==> src/rtl/vending_fsm_ctrl_pkg.sv <==
// Shared types, widths and price/coin tables for the vending controller.
// The one-hot state encoding doubles as the externally visible state word.
package vending_pkg;

   localparam int TMR_W  = 25;
   localparam int ID_W   = 3;
   localparam int NUM_W  = 2;
   localparam int AMT_W  = 8;
   localparam int COIN_W = 2;
   localparam int ST_W   = 6;

   typedef enum logic [ST_W-1:0] {
      S_IDLE      = 6'h01,
      S_GOODS_ONE = 6'h02,
      S_GOODS_TWO = 6'h04,
      S_PAYMENT   = 6'h08,
      S_CHANGE    = 6'h10,
      S_TEMP      = 6'h20
   } state_e;

   // Index 0 and 7 are "no goods" and cost nothing.
   localparam logic [AMT_W-1:0] PRICE [0:7] = '{
      8'd0, 8'd3, 8'd5, 8'd8, 8'd10, 8'd12, 8'd15, 8'd0
   };

   localparam logic [AMT_W-1:0] COIN_VAL [0:3] = '{
      8'd1, 8'd5, 8'd10, 8'd20
   };

   function automatic logic key_ok(input logic [ID_W-1:0] id, input logic [NUM_W-1:0] num);
      return (id != 3'd0) && (id != 3'd7) && (num != 2'd0);
   endfunction

endpackage

==> src/rtl/vending_fsm_ctrl_if.sv <==
// Front-panel strobes in, registered status out.
// Strobes are one-cycle pulses with no back-pressure: the controller samples every strobe on the edge where it is high.
interface vending_fsm_ctrl_if;
   import vending_pkg::*;

   logic              key_valid;
   logic [ID_W-1:0]   key_id;
   logic [NUM_W-1:0]  key_num;
   logic              confirm;
   logic              cancel;
   logic              coin_valid;
   logic [COIN_W-1:0] coin_code;

   logic [ST_W-1:0]   state;
   logic [ID_W-1:0]   goods_low;
   logic [ID_W-1:0]   goods_high;
   logic [NUM_W-1:0]  goods_num;
   logic [AMT_W-1:0]  total;
   logic [AMT_W-1:0]  paid;
   logic [AMT_W-1:0]  change;
   logic              dispense;
   logic              refund;

   modport master (
      output key_valid, key_id, key_num, confirm, cancel, coin_valid, coin_code,
      input  state, goods_low, goods_high, goods_num, total, paid, change, dispense, refund
   );

   modport slave (
      input  key_valid, key_id, key_num, confirm, cancel, coin_valid, coin_code,
      output state, goods_low, goods_high, goods_num, total, paid, change, dispense, refund
   );

endinterface

==> src/rtl/vending_fsm_ctrl_hold_timer.sv <==
// Loadable down-counter; expire_o is high for the single cycle in which the count sits at 1,
// so a load of N makes expiry act on the Nth edge after the load edge.
module hold_timer
   import vending_pkg::*;
(
   input  logic             clk_i,
   input  logic             rst_i,
   input  logic             load_i,
   input  logic [TMR_W-1:0] load_val_i,
   output logic             expire_o
);

   logic [TMR_W-1:0] cnt_q, cnt_d;

   always_comb begin
      cnt_d = cnt_q;
      if (load_i) begin
         cnt_d = load_val_i;
      end else if (cnt_q != '0) begin
         cnt_d = cnt_q - TMR_W'(1);
      end
   end

   always_ff @(posedge clk_i) begin
      if (rst_i) cnt_q <= '0;
      else       cnt_q <= cnt_d;
   end

   assign expire_o = (cnt_q == TMR_W'(1));

endmodule

==> src/rtl/vending_fsm_ctrl.sv <==
// Two-item vending controller: goods selection, payment with inactivity timeout,
// then change and temp dwell phases sharing one hold timer.
module vending_fsm_ctrl
   import vending_pkg::*;
#(
   parameter logic [TMR_W-1:0] TIMEOUT_CYC = 25'd24_999_999,
   parameter logic [TMR_W-1:0] HOLD_CYC    = 25'd24_999_999
)(
   input  logic               sys_clk,
   input  logic               sys_rst_n,
   vending_fsm_ctrl_if.slave  bus
);

   state_e            state_q, state_d;
   logic [ID_W-1:0]   goods_low_q, goods_low_d;
   logic [ID_W-1:0]   goods_high_q, goods_high_d;
   logic [NUM_W-1:0]  goods_num_q, goods_num_d;
   logic [AMT_W-1:0]  total_q, total_d;
   logic [AMT_W-1:0]  paid_q, paid_d;
   logic [AMT_W-1:0]  change_q, change_d;
   logic              dispense_q, dispense_d;
   logic              refund_q, refund_d;

   logic              tmr_load;
   logic [TMR_W-1:0]  tmr_val;
   logic              tmr_expire;

   logic [AMT_W-1:0]  price_sum;
   logic [AMT_W-1:0]  total_calc;
   logic [AMT_W:0]    coin_sum;
   logic [AMT_W-1:0]  paid_new;
   logic              key_good;

   hold_timer u_timer (
      .clk_i      (sys_clk),
      .rst_i      (sys_rst_n),
      .load_i     (tmr_load),
      .load_val_i (tmr_val),
      .expire_o   (tmr_expire)
   );

   assign key_good   = bus.key_valid && key_ok(bus.key_id, bus.key_num);
   assign price_sum  = PRICE[goods_low_q] + PRICE[goods_high_q];
   assign total_calc = AMT_W'(price_sum * AMT_W'(goods_num_q));
   assign coin_sum   = {1'b0, paid_q} + {1'b0, COIN_VAL[bus.coin_code]};
   assign paid_new   = coin_sum[AMT_W] ? '1 : coin_sum[AMT_W-1:0];

   always_comb begin
      state_d      = state_q;
      goods_low_d  = goods_low_q;
      goods_high_d = goods_high_q;
      goods_num_d  = goods_num_q;
      total_d      = total_q;
      paid_d       = paid_q;
      change_d     = change_q;
      dispense_d   = 1'b0;
      refund_d     = refund_q;
      tmr_load     = 1'b0;
      tmr_val      = HOLD_CYC;

      case (state_q)
         S_IDLE: begin
            if (!bus.cancel && !bus.confirm && key_good) begin
               goods_low_d = bus.key_id;
               goods_num_d = bus.key_num;
               state_d     = S_GOODS_ONE;
            end
         end
         S_GOODS_ONE, S_GOODS_TWO: begin
            if (bus.cancel) begin
               goods_low_d  = '0;
               goods_high_d = '0;
               goods_num_d  = '0;
               state_d      = S_IDLE;
            end else if (bus.confirm) begin
               total_d  = total_calc;
               paid_d   = '0;
               tmr_load = 1'b1;
               tmr_val  = TIMEOUT_CYC;
               state_d  = S_PAYMENT;
            end else if (state_q == S_GOODS_ONE && key_good && bus.key_id != goods_low_q) begin
               goods_high_d = bus.key_id;
               state_d      = S_GOODS_TWO;
            end
         end
         S_PAYMENT: begin
            // Cancel wins over a coin in the same cycle; that coin is simply lost.
            if (bus.cancel || (!bus.coin_valid && tmr_expire)) begin
               change_d = paid_q;
               refund_d = 1'b1;
               tmr_load = 1'b1;
               state_d  = S_CHANGE;
            end else if (bus.coin_valid) begin
               paid_d   = paid_new;
               tmr_load = 1'b1;
               if (paid_new >= total_q) begin
                  change_d   = paid_new - total_q;
                  dispense_d = 1'b1;
                  state_d    = S_CHANGE;
               end else begin
                  tmr_val = TIMEOUT_CYC;
               end
            end
         end
         S_CHANGE: begin
            if (tmr_expire) begin
               tmr_load = 1'b1;
               state_d  = S_TEMP;
            end
         end
         S_TEMP: begin
            if (tmr_expire) begin
               goods_low_d  = '0;
               goods_high_d = '0;
               goods_num_d  = '0;
               total_d      = '0;
               paid_d       = '0;
               change_d     = '0;
               refund_d     = 1'b0;
               state_d      = S_IDLE;
            end
         end
         default: begin
            goods_low_d  = '0;
            goods_high_d = '0;
            goods_num_d  = '0;
            total_d      = '0;
            paid_d       = '0;
            change_d     = '0;
            refund_d     = 1'b0;
            state_d      = S_IDLE;
         end
      endcase
   end

   always_ff @(posedge sys_clk) begin
      if (sys_rst_n) begin
         state_q      <= S_IDLE;
         goods_low_q  <= '0;
         goods_high_q <= '0;
         goods_num_q  <= '0;
         total_q      <= '0;
         paid_q       <= '0;
         change_q     <= '0;
         dispense_q   <= 1'b0;
         refund_q     <= 1'b0;
      end else begin
         state_q      <= state_d;
         goods_low_q  <= goods_low_d;
         goods_high_q <= goods_high_d;
         goods_num_q  <= goods_num_d;
         total_q      <= total_d;
         paid_q       <= paid_d;
         change_q     <= change_d;
         dispense_q   <= dispense_d;
         refund_q     <= refund_d;
      end
   end

   assign bus.state      = state_q;
   assign bus.goods_low  = goods_low_q;
   assign bus.goods_high = goods_high_q;
   assign bus.goods_num  = goods_num_q;
   assign bus.total      = total_q;
   assign bus.paid       = paid_q;
   assign bus.change     = change_q;
   assign bus.dispense   = dispense_q;
   assign bus.refund     = refund_q;

endmodule

==> src/flat_wrapper.sv <==
// flat-port wrapper written by rule: the top's interface ports become plain ports
module vending_fsm_ctrl_flat import vending_pkg::*;
#(
   parameter logic [TMR_W-1:0] TIMEOUT_CYC = 25'd24_999_999,
   parameter logic [TMR_W-1:0] HOLD_CYC    = 25'd24_999_999
)
  (sys_clk, sys_rst_n, bus_key_valid, bus_key_id, bus_key_num, bus_confirm, bus_cancel, bus_coin_valid, bus_coin_code, bus_state, bus_goods_low, bus_goods_high, bus_goods_num, bus_total, bus_paid, bus_change, bus_dispense, bus_refund);
  vending_fsm_ctrl_if bus_i ();
  input  logic sys_clk;
  input  logic sys_rst_n;
  input wire logic [$bits(bus_i.key_valid)-1:0] bus_key_valid;
  input wire logic [$bits(bus_i.key_id)-1:0] bus_key_id;
  input wire logic [$bits(bus_i.key_num)-1:0] bus_key_num;
  input wire logic [$bits(bus_i.confirm)-1:0] bus_confirm;
  input wire logic [$bits(bus_i.cancel)-1:0] bus_cancel;
  input wire logic [$bits(bus_i.coin_valid)-1:0] bus_coin_valid;
  input wire logic [$bits(bus_i.coin_code)-1:0] bus_coin_code;
  output wire logic [$bits(bus_i.state)-1:0] bus_state;
  output wire logic [$bits(bus_i.goods_low)-1:0] bus_goods_low;
  output wire logic [$bits(bus_i.goods_high)-1:0] bus_goods_high;
  output wire logic [$bits(bus_i.goods_num)-1:0] bus_goods_num;
  output wire logic [$bits(bus_i.total)-1:0] bus_total;
  output wire logic [$bits(bus_i.paid)-1:0] bus_paid;
  output wire logic [$bits(bus_i.change)-1:0] bus_change;
  output wire logic [$bits(bus_i.dispense)-1:0] bus_dispense;
  output wire logic [$bits(bus_i.refund)-1:0] bus_refund;
  assign bus_i.key_valid = bus_key_valid;
  assign bus_i.key_id = bus_key_id;
  assign bus_i.key_num = bus_key_num;
  assign bus_i.confirm = bus_confirm;
  assign bus_i.cancel = bus_cancel;
  assign bus_i.coin_valid = bus_coin_valid;
  assign bus_i.coin_code = bus_coin_code;
  assign bus_state = bus_i.state;
  assign bus_goods_low = bus_i.goods_low;
  assign bus_goods_high = bus_i.goods_high;
  assign bus_goods_num = bus_i.goods_num;
  assign bus_total = bus_i.total;
  assign bus_paid = bus_i.paid;
  assign bus_change = bus_i.change;
  assign bus_dispense = bus_i.dispense;
  assign bus_refund = bus_i.refund;
  vending_fsm_ctrl #(.TIMEOUT_CYC(TIMEOUT_CYC), .HOLD_CYC(HOLD_CYC)) u_core (.sys_clk(sys_clk), .sys_rst_n(sys_rst_n), .bus(bus_i));
endmodule
==> config.mk <==
export PLATFORM = sky130hd
export DESIGN_NAME = vending_fsm_ctrl_flat
export DESIGN_NICKNAME = d
export VERILOG_FILES = /design/src/rtl/vending_fsm_ctrl_pkg.sv /design/src/rtl/vending_fsm_ctrl_if.sv /design/src/rtl/vending_fsm_ctrl_hold_timer.sv /design/src/rtl/vending_fsm_ctrl.sv /design/src/flat_wrapper.sv
export SDC_FILE = /design/constraint.sdc
export NUM_CORES = 1
export LEC_CHECK = 0
export CORE_MARGIN = 10
export CORE_UTILIZATION = 56
export DETAILED_ROUTE_END_ITERATION = 10
export DONT_BUFFER_PORTS = 1
export PLACE_DENSITY = 0.71
export SLEW_MARGIN = 20
export SYNTH_ARGS = -nofsm -noshare
export SYNTH_HDL_FRONTEND = slang
export SYNTH_SLANG_ARGS = --single-unit
==> constraint.sdc <==
create_clock -name sys_clk -period 7.5 [get_ports sys_clk]
set_input_delay 1.5 -clock sys_clk [delete_from_list [all_inputs] [get_ports sys_clk]]
set_output_delay 1.5 -clock sys_clk [all_outputs]
set_load 0.1 [all_outputs]
==> impl_metrics.yaml, run 1 <==
floorplanning:
  start_util_pct: 58.0
  fp.coreArea_um2: 7290
  dieArea_um2: 11400
  y_dimension_of_the_die_um: 107
  die_width_um: 107
  placement_rows: 31
  num_io_pins: 53
logic_synthesis:
  yosys_most_used_dff: "sky130_fd_sc_hd__dfxtp_1"
  syn-instance-count: 521
  synth.cell_area_um2: 4230
  postSynthRegisterBits: 64
  ys_types: 57
  synth.yosys.seq_area_share_pct: 30.3
  async_reset_ff_share_pct: 0
  synth_warnings: 0
  synth.avg_cell_area_um2: 8.11
  synth-edff-count: 0
  mappedNetlistNets: 566
drt:
  route.antenna.remaining_nets: 0
  wirelength_um: 9640
  routed_via_density: 5.76
  first_drt_iteration_drcs: 226
  detail_route.wl_per_cell_um: 15.5
  dr.pass1.iters: 5
  routed-via-count: 3580
  drc: 0
cts:
  cts.hold.buffers_added: 0
  htreeDepth: 3
  cts.sink_count: 64
  postCtsSetupBuffers: 0
  tritoncts: "yes"
  resized_cells_post_cts: 0
  cts_bufs_inserted: 9
  worstSkewPairLatency_ns: 0.35
  ctsRootBufferMaster: "sky130_fd_sc_hd__clkbuf_8"
  path_clk_slew_ns: 0.06
  clockBufferDepth: 2
final_layout:
  num_antenna_cells: 0
  num-fill-cells: 660
  drive_above_1_share_pct: 8.41
  layout_commonest_cell: "sky130_fd_sc_hd__dfxtp_1"
  syn2layout_area_growth_pct: 7.28
  multiInputGateArea_um2: 2730
  final_cell_area_um2: 4540
  register_area_um2: 1280
  design.final.nets: 563
  final_core_util_pct: 62.2
  layout.cells.most_common_list: "sky130_fd_sc_hd__dfxtp_1, sky130_fd_sc_hd__a21oi_1, sky130_fd_sc_hd__nor2_1, sky130_fd_sc_hd__nand2_1, sky130_fd_sc_hd__ha_1"
placed_design:
  place_worst_setup_slack_ns: 2.04
  place_congestion: 0.858
  place_area_um2: 4340
  post-dp-hpwl_um: 7280
  portBuffers: 0
setup_path:
  timing.reg2reg.worst_path_depth: 18
  timing.critical_path.mode_cell: "sky130_fd_sc_hd__a21oi_1"
  capture_point_of_the_worst_reg_to_reg_path: "u_core.bus.change[2]"
  timing.critical_path.slowest_cell_delay_ns: 0.42
  timing.critical_path.buf_inv: 1
  crit_required_ns: 7.76
  arrival_ns: 5.44
  reg2reg_from: "u_core.bus.paid[0]"
  startpoint_type: "input pin"
  cp-end-kind: "flip-flop"
  crit_path_cells: "nor2b_1 > xor2_1 > ha_1 > o21a_1 > nor3_1 > a21oi_1 > a21oi_1 > or2_2 > nand2b_1 > inv_1 > fa_1 > nand2b_1 > a21oi_1 > o21a_1 > o31ai_1 > o311ai_2 > nand3_4 > or3_1 > a21oi_1"
  timing.critical_path.fanout_max: 15
  cpMaxStageDelayCell: "sky130_fd_sc_hd__nor2b_1"
  critical_path_class: "in2reg"
  rrSetupSlack_ns: 2.74
  timing.critical_path.max_delay_family: "simple AND/OR/NAND/NOR gates"
timing:
  fin_tns_setup_ns: 0
  timing.final.crit_period_ns: 5.18
  timing.final.ws_setup_ns: 2.32
  ratio_of_final_minimum_period_to_clock_period_pct: 69.1
  timing.clock.skew_ns: 0.0127
  worst-slew-pin-transition_ns: 1.15
  final_number_of_max_transition_violations: 0
  final-hold-violation-count: 0
  setup_viol: 0
  slew_headroom_pct: 22.9
  max_freq_mhz: 193
  rsz0062_at_grt: "false"
power:
  vdd_drop_max_uv: 247
  leakagePower_nw: 1.83
  power_density_nw_per_um2: 370
  power_mw: 1.68
flow_run:
  maxCapViolations: 0
hold_path:
  worstHoldPathCells: 2
  hp-start: "u_core.u_timer.cnt_q[9]"
  timing.hold.worst.class: "reg2reg"
  worst_hold_path.endpoint: "u_core.u_timer.cnt_q[9]"
global_routing:
  globalRouteTotalUtil_pct: 17.2
  global_route.usage.met3_pct: 5.75
  gr-usage-met2_pct: 29.0
  vias_in_the_first_global_route: 3379
  globalRoute.busiestLayer: "met2"
  grt.overflow.total: 0
  grt_max_degree: 53
  wire_length_of_the_first_global_routing_pass_um: 16300
  gr-usage-met1_pct: 20.0
  antenna_found_initial: 0
run_status:
  outcome: "finished, final reports clean"
## through the flow
stage | hold WS [ns] | instances
after CTS | 0.510 | 622
after detailed placement | 0.492 | 606
after global routing | 0.547 | 622
after floorplan | 0.466 | 521
final | 0.506 | 622
after global placement | 0.473 | 606
## final cells by class
| class | instances | share of cell area, % |
|---|---|---|
| tap | 99 | 2.73 |
| clock inverter | 3 | 0.883 |
| multi-input combinational | 403 | 60.2 |
| timing repair buffer | 14 | 2.32 |
| sequential | 64 | 28.2 |
| clock buffer | 13 | 3.50 |
| inverter | 26 | 2.15 |
## cells by family (layout without fill, tap and decap cells)
family,count (synthesis),after routing,share of synthesized area [%]
AND/OR/NAND/NOR,204,204,26.1
AO/OA/AOI/OAI,112,112,16.7
flip-flops,64,64,30.3
buffers and inverters,54,56,5.15
XOR/XNOR,38,38,7.87
adder cells (fa/ha/maj),32,32,10.0
multiplexers,16,16,3.85
other,1,1,0.0887
## routing by layer
metal  vias to the layer above  wire [um]
met5                         -          0
met4                         0        121
met3                        12        691
met2                        83       4670
met1                      1675       4160
li1                       1810          -
## tightest hold or removal path: cells and delay by family, from the launching register on
family           cells  cell delay, ns
flip-flops           1            0.33
AND/OR/NAND/NOR      1            0.07
XOR/XNOR             1            0.07
## Yosys cell counts (all sizes together) (3+ instances only)
| cell | number | area [um^2] |
|---|---|---|
| a211oi | 4 | 42.5 |
| a21o | 4 | 30.0 |
| a21oi | 59 | 295 |
| a22o | 6 | 52.6 |
| a31oi | 4 | 25.0 |
| and2 | 11 | 71.3 |
| and3 | 6 | 37.5 |
| buf | 5 | 33.8 |
| clkbuf | 23 | 86.3 |
| dfxtp | 64 | 1280 |
| fa | 3 | 60.1 |
| ha | 29 | 363 |
| inv | 26 | 97.6 |
| mux2i | 14 | 140 |
| nand2 | 39 | 146 |
| nand2b | 17 | 106 |
| nand3 | 18 | 103 |
| nand3b | 4 | 30.0 |
| nand4 | 4 | 40.0 |
| nor2 | 45 | 169 |
| nor2b | 8 | 50.1 |
| nor3 | 17 | 108 |
| nor4 | 6 | 37.5 |
| nor4b | 3 | 26.3 |
| o21ai | 14 | 70.1 |
| or2 | 6 | 37.5 |
| or3 | 11 | 68.8 |
| or4 | 6 | 45.0 |
| xnor2 | 27 | 236 |
| xor2 | 11 | 96.3 |
## power by group
part           switching [mW]  internal (mW)  total (mW)
clock network           0.133          0.171       0.304
registers               0.125          0.412       0.537
logic                   0.512          0.327       0.839
## registers in the layout, indices dropped and copies added, names as in the netlist
signal / flops
u_core.bus.total: 7
u_core.bus.refund: 1
u_core.bus.goods_high: 3
u_core.bus.goods_low: 3
u_core.bus.state: 6
u_core.u_timer.cnt_q: 25
u_core.bus.goods_num: 2
u_core.bus.dispense: 1
u_core.bus.change: 8
u_core.bus.paid: 8
## how the worst max path moves through the flow
stage                      from                   end  cells past startpoint
2_1_floorplan  bus_coin_code[1]   u_core.bus.state[1]                     21
3_3_place_gp   bus_coin_code[1]  u_core.bus.change[6]                     19
3_5_place_dp   bus_coin_code[1]  u_core.bus.change[6]                     19
4_1_cts        bus_coin_code[1]  u_core.bus.change[2]                     19
5_1_grt        bus_coin_code[1]  u_core.bus.change[2]                     19
6_report       bus_coin_code[1]  u_core.bus.change[2]                     19
(Power assumes the default switching activity.)
==> inputs of run 2 (changes only) <==
Settings changed: PLACE_DENSITY 0.71 to 0.74.
Clock period 7.5 ns to 4.45 ns, I/O delays scaled along.
==> impl_metrics.yaml, run 2 (synthesized netlist as in run 1, its figures left out) <==
drt:
  routed-via-count: 3665
  route.antenna.remaining_nets: 0
  routed_via_density: 5.70
  dr.pass1.iters: 4
  drc: 0
  wirelength_um: 10400
  first_drt_iteration_drcs: 211
  detail_route.wl_per_cell_um: 16.1
timing:
  timing.final.crit_period_ns: 4.08
  ratio_of_final_minimum_period_to_clock_period_pct: 91.7
  worst-slew-pin-transition_ns: 1.01
  setup_viol: 0
  timing.clock.skew_ns: 0.0130
  slew_headroom_pct: 32.6
  timing.final.ws_setup_ns: 0.369
  fin_tns_setup_ns: 0
  fin_hold_ws_ns: 0.491
  max_freq_mhz: 245
  final_number_of_max_transition_violations: 0
  final-hold-violation-count: 0
  rsz0062_at_grt: "false"
global_routing:
  globalRouteTotalUtil_pct: 18.0
  vias_in_the_first_global_route: 3515
  grt.overflow.total: 0
  wire_length_of_the_first_global_routing_pass_um: 16900
  grt_max_degree: 53
  antenna_found_initial: 0
cts:
  resized_cells_post_cts: 0
  clockBufferDepth: 2
  tritoncts: "yes"
  cts.hold.buffers_added: 0
  cts_bufs_inserted: 9
  htreeDepth: 3
  path_clk_slew_ns: 0.08
  ctsRootBufferMaster: "sky130_fd_sc_hd__clkbuf_8"
  worstSkewPairLatency_ns: 0.36
  cts.sink_count: 64
  postCtsSetupBuffers: 0
setup_path:
  capture_point_of_the_worst_reg_to_reg_path: "u_core.bus.change[4]"
  crit_path_start: "bus_coin_code[1]"
  timing.critical_path.slowest_cell_delay_ns: 0.43
  rrSetupSlack_ns: 0.54
  timing.critical_path.max_delay_family: "simple AND/OR/NAND/NOR gates"
  timing.critical_path.buf_inv: 1
  cp-end-kind: "flip-flop"
  timing.critical_path.mode_cell: "sky130_fd_sc_hd__a21oi_1"
  timing.reg2reg.worst_path_depth: 18
  cpMaxStageDelayCell: "sky130_fd_sc_hd__fa_1"
  crit_required_ns: 4.74
  timing.critical_path.fanout_max: 15
  critical_path_class: "in2reg"
  startpoint_type: "input pin"
  reg2reg_from: "u_core.bus.paid[1]"
  crit_path_cells: "nor2b_1 > xor2_1 > ha_1 > o21a_1 > nor3_1 > a21oi_1 > a21oi_1 > or2_2 > nand2b_1 > inv_1 > fa_1 > nand2b_1 > a21oi_1 > o21a_1 > o31ai_1 > o311ai_2 > nand3_4 > or3_1 > a21oi_1"
  arrival_ns: 4.37
power:
  leakagePower_nw: 1.97
  power_density_nw_per_um2: 634
  power_mw: 3.01
  vdd_drop_max_uv: 400
final_layout:
  syn2layout_area_growth_pct: 12.2
  final_core_util_pct: 65.0
  layout_commonest_cell: "sky130_fd_sc_hd__dfxtp_1"
  design.final.nets: 584
  drive_above_1_share_pct: 12.3
  layout.cells.most_common_list: "sky130_fd_sc_hd__dfxtp_1, sky130_fd_sc_hd__a21oi_1, sky130_fd_sc_hd__nor2_1, sky130_fd_sc_hd__nand2_1, sky130_fd_sc_hd__buf_4"
  regMostFlops: "u_core.u_timer.cnt_q"
  layout.cells.non_filler: 643
  num_antenna_cells: 0
  largest_register_ff_count: 25
  final_cell_area_um2: 4740
floorplanning:
  y_dimension_of_the_die_um: 107
  fp.coreArea_um2: 7290
  dieArea_um2: 11400
  die_width_um: 107
  start_util_pct: 58.0
  placement_rows: 31
  num_io_pins: 53
flow_run:
  maxCapViolations: 0
placed_design:
  numPlacedInstances: 627
  place_worst_setup_slack_ns: 0.0353
  post-dp-hpwl_um: 7870
  portBuffers: 0
  place_congestion: 0.880
  place_area_um2: 4490
hold_path:
  worst_hold_path.endpoint: "u_core.u_timer.cnt_q[13]"
  timing.hold.worst.class: "reg2reg"
  hp-start: "u_core.u_timer.cnt_q[13]"
  worstHoldPathCells: 2
run_status:
  outcome: "finished, final reports clean"
[run 2: cell types whose count changed in the layout (fill, tap and decap cells not counted), sizes merged]
| cell | change |
|---|---|
| bufinv | +2 |
| inv | +3 |
| buf | +21 |
| clkbuf | -4 |
| clkinv | -1 |
[run 2: cell type report]
class | instances | area [um^2]
tap | 99 | 124
sequential | 64 | 1280
fill | 643 | 2550
timing repair buffer | 35 | 263
clock inverter | 7 | 125
multi-input combinational | 403 | 2730
inverter | 26 | 97.6
clock buffer | 9 | 124
[run 2: routing by layer]
metal	share of wire, %	up-vias	track usage (%)
met5	0	-	0
met4	1.7	0	7.64
met3	6.2	16	5.09
met2	51	71	31.5
met1	41	1722	20.0
li1	-	1856	-
[run 2: worst max-delay path by stage]
stage                           endpoint  slack (ns)  cells past startpoint
finish              u_core.bus.change[4]        0.37                     19
global placement    u_core.bus.change[2]        0.16                     19
CTS                 u_core.bus.change[6]        0.38                     19
global route        u_core.bus.change[6]        0.01                     19
detailed placement  u_core.bus.change[6]        0.04                     19
floorplan            u_core.bus.state[1]        0.03                     20
[run 2: power breakdown]
group          total, mW  internal (mW)  switching, mW
sequential         0.820          0.694          0.126
combinational       1.55          0.564          0.989
clock              0.635          0.379          0.257
[run 2: tightest hold or removal path, stage by stage, from the launching register on]
cell	delay (ns)
sky130_fd_sc_hd__dfxtp_1	0.32
sky130_fd_sc_hd__nand2_1	0.06
sky130_fd_sc_hd__a31oi_1	0.07
==> inputs of run 3 (changes only) <==
Settings changed: CORE_ASPECT_RATIO from default to 0.75, CORE_MARGIN 10 to default, CTS_BUF_LIST from default to sky130_fd_sc_hd__clkbuf_8.
==> impl_metrics.yaml, run 3 (synthesized netlist as in run 1, its figures left out) <==
final_layout:
  num_antenna_cells: 0
  layout_commonest_cell: "sky130_fd_sc_hd__dfxtp_1"
  design.final.nets: 583
  largest_register_ff_count: 25
  drive_above_1_share_pct: 12.2
  syn2layout_area_growth_pct: 10.8
  layout.cells.most_common_list: "sky130_fd_sc_hd__dfxtp_1, sky130_fd_sc_hd__a21oi_1, sky130_fd_sc_hd__nor2_1, sky130_fd_sc_hd__nand2_1, sky130_fd_sc_hd__buf_4"
  layout.cells.non_filler: 644
  regMostFlops: "u_core.u_timer.cnt_q"
cts:
  htreeDepth: 3
  path_clk_slew_ns: 0.07
  cts.hold.buffers_added: 0
  resized_cells_post_cts: 0
  clockBufferDepth: 2
  postCtsSetupBuffers: 0
  cts.sink_count: 64
  ctsRootBufferMaster: "sky130_fd_sc_hd__clkbuf_8"
  tritoncts: "yes"
  worstSkewPairLatency_ns: 0.34
  cts_bufs_inserted: 9
floorplanning:
  y_dimension_of_the_die_um: 77.3
  placement_rows: 27
  dieArea_um2: 7900
  die_width_um: 102
  fp.coreArea_um2: 7330
  num_io_pins: 53
  start_util_pct: 57.7
placed_design:
  place_congestion: 0.858
  post-dp-hpwl_um: 7210
  portBuffers: 0
  place_worst_setup_slack_ns: -0.00166
  numPlacedInstances: 628
global_routing:
  wire_length_of_the_first_global_routing_pass_um: 16600
  globalRouteTotalUtil_pct: 26.6
  grt.overflow.total: 0
  grt_max_degree: 53
  vias_in_the_first_global_route: 3537
  antenna_found_initial: 0
timing:
  fin_hold_ws_ns: 0.489
  timing.final.crit_period_ns: 4.12
  timing.clock.skew_ns: 0.0108
  fin_tns_setup_ns: 0
  timing.final.ws_setup_ns: 0.325
  final-hold-violation-count: 0
  final_number_of_max_transition_violations: 0
  max_freq_mhz: 242
  slew_headroom_pct: 31.7
  rsz0062_at_grt: "false"
  setup_viol: 0
  worst-slew-pin-transition_ns: 1.02
  ratio_of_final_minimum_period_to_clock_period_pct: 92.7
setup_path:
  timing.reg2reg.worst_path_depth: 17
  crit_required_ns: 4.72
  cp-end-kind: "flip-flop"
  reg2reg_from: "u_core.bus.paid[1]"
  timing.critical_path.mode_cell: "sky130_fd_sc_hd__a21oi_1"
  timing.critical_path.fanout_max: 15
  arrival_ns: 4.40
  startpoint_type: "input pin"
  timing.critical_path.max_delay_family: "simple AND/OR/NAND/NOR gates"
  crit_path_cells: "nor2b_1 > xor2_1 > ha_1 > o21a_1 > nor3_1 > a21oi_1 > a21oi_1 > or2_2 > nand2b_1 > inv_1 > fa_1 > nand2b_1 > a21oi_1 > o21a_1 > o31ai_1 > o311ai_2 > nand3_4 > or3_1 > a21oi_1"
  critical_path_class: "in2reg"
  cpMaxStageDelayCell: "sky130_fd_sc_hd__fa_1"
  timing.critical_path.buf_inv: 1
  rrSetupSlack_ns: 0.66
  timing.critical_path.slowest_cell_delay_ns: 0.42
  capture_point_of_the_worst_reg_to_reg_path: "u_core.bus.change[6]"
drt:
  drc: 0
  routed_via_density: 5.72
  detail_route.wl_per_cell_um: 15.1
  route.antenna.remaining_nets: 0
  wirelength_um: 9700
  routed-via-count: 3683
  dr.pass1.iters: 5
  first_drt_iteration_drcs: 205
flow_run:
  maxCapViolations: 0
run_status:
  outcome: "finished, final reports clean"
power:
  power_mw: 2.85
  leakagePower_nw: 1.93
  power_density_nw_per_um2: 609
  vdd_drop_max_uv: 385
hold_path:
  timing.hold.worst.class: "reg2reg"
  worstHoldPathCells: 2
  worst_hold_path.endpoint: "u_core.u_timer.cnt_q[13]"
  hp-start: "u_core.u_timer.cnt_q[13]"
run 3: worst min-delay path, cell delays in order (launching register included):
cell and delay (ns):
sky130_fd_sc_hd__dfxtp_1 0.32, sky130_fd_sc_hd__nand2_1 0.05, sky130_fd_sc_hd__a31oi_1 0.08
run 3: area by class of cell:
class                      instances  area, um^2
multi-input combinational        403        2730
sequential                        64        1280
fill                             654        2650
timing repair buffer              34         255
clock inverter                     7        72.6
clock buffer                       9         124
tap                              101         126
inverter                          26        97.6
run 3: how the worst max path moves through the flow:
stage	startpoint	endpoint	slack, ns	cells past startpoint
3_5_place_dp	bus_coin_code[1]	u_core.bus.change[6]	-0.002	19
2_1_floorplan	u_core.bus.paid[1]	u_core.bus.state[1]	0.03	20
5_1_grt	bus_coin_code[1]	u_core.bus.change[6]	0.06	19
3_3_place_gp	bus_coin_code[1]	u_core.bus.change[6]	0.17	19
6_report	bus_coin_code[1]	u_core.bus.change[6]	0.33	19
4_1_cts	bus_coin_code[1]	u_core.bus.change[6]	0.35	19
run 3: where the power goes:
group | switching, mW | internal, mW | total (mW) | leakage, nW
registers | 0.126 | 0.694 | 0.819 | 0.520
clock network | 0.239 | 0.258 | 0.497 | 0.0952
logic | 0.976 | 0.563 | 1.54 | 1.31
run 3: per-layer routing:
metal	GRT usage, %	vias to the layer above	wire length, um
met5	0	-	0
met4	7.71	0	113
met3	8.11	12	801
met2	40.4	139	4250
met1	36.0	1685	4540
li1	-	1847	-
run 3: through the flow:
stage	cell area (um^2)	utilization, %
2_1_floorplan	4230	-
3_3_place_gp	4490	61.2
3_5_place_dp	4490	61.2
4_1_cts	4690	63.9
5_1_grt	4690	63.9
6_report	4690	63.9
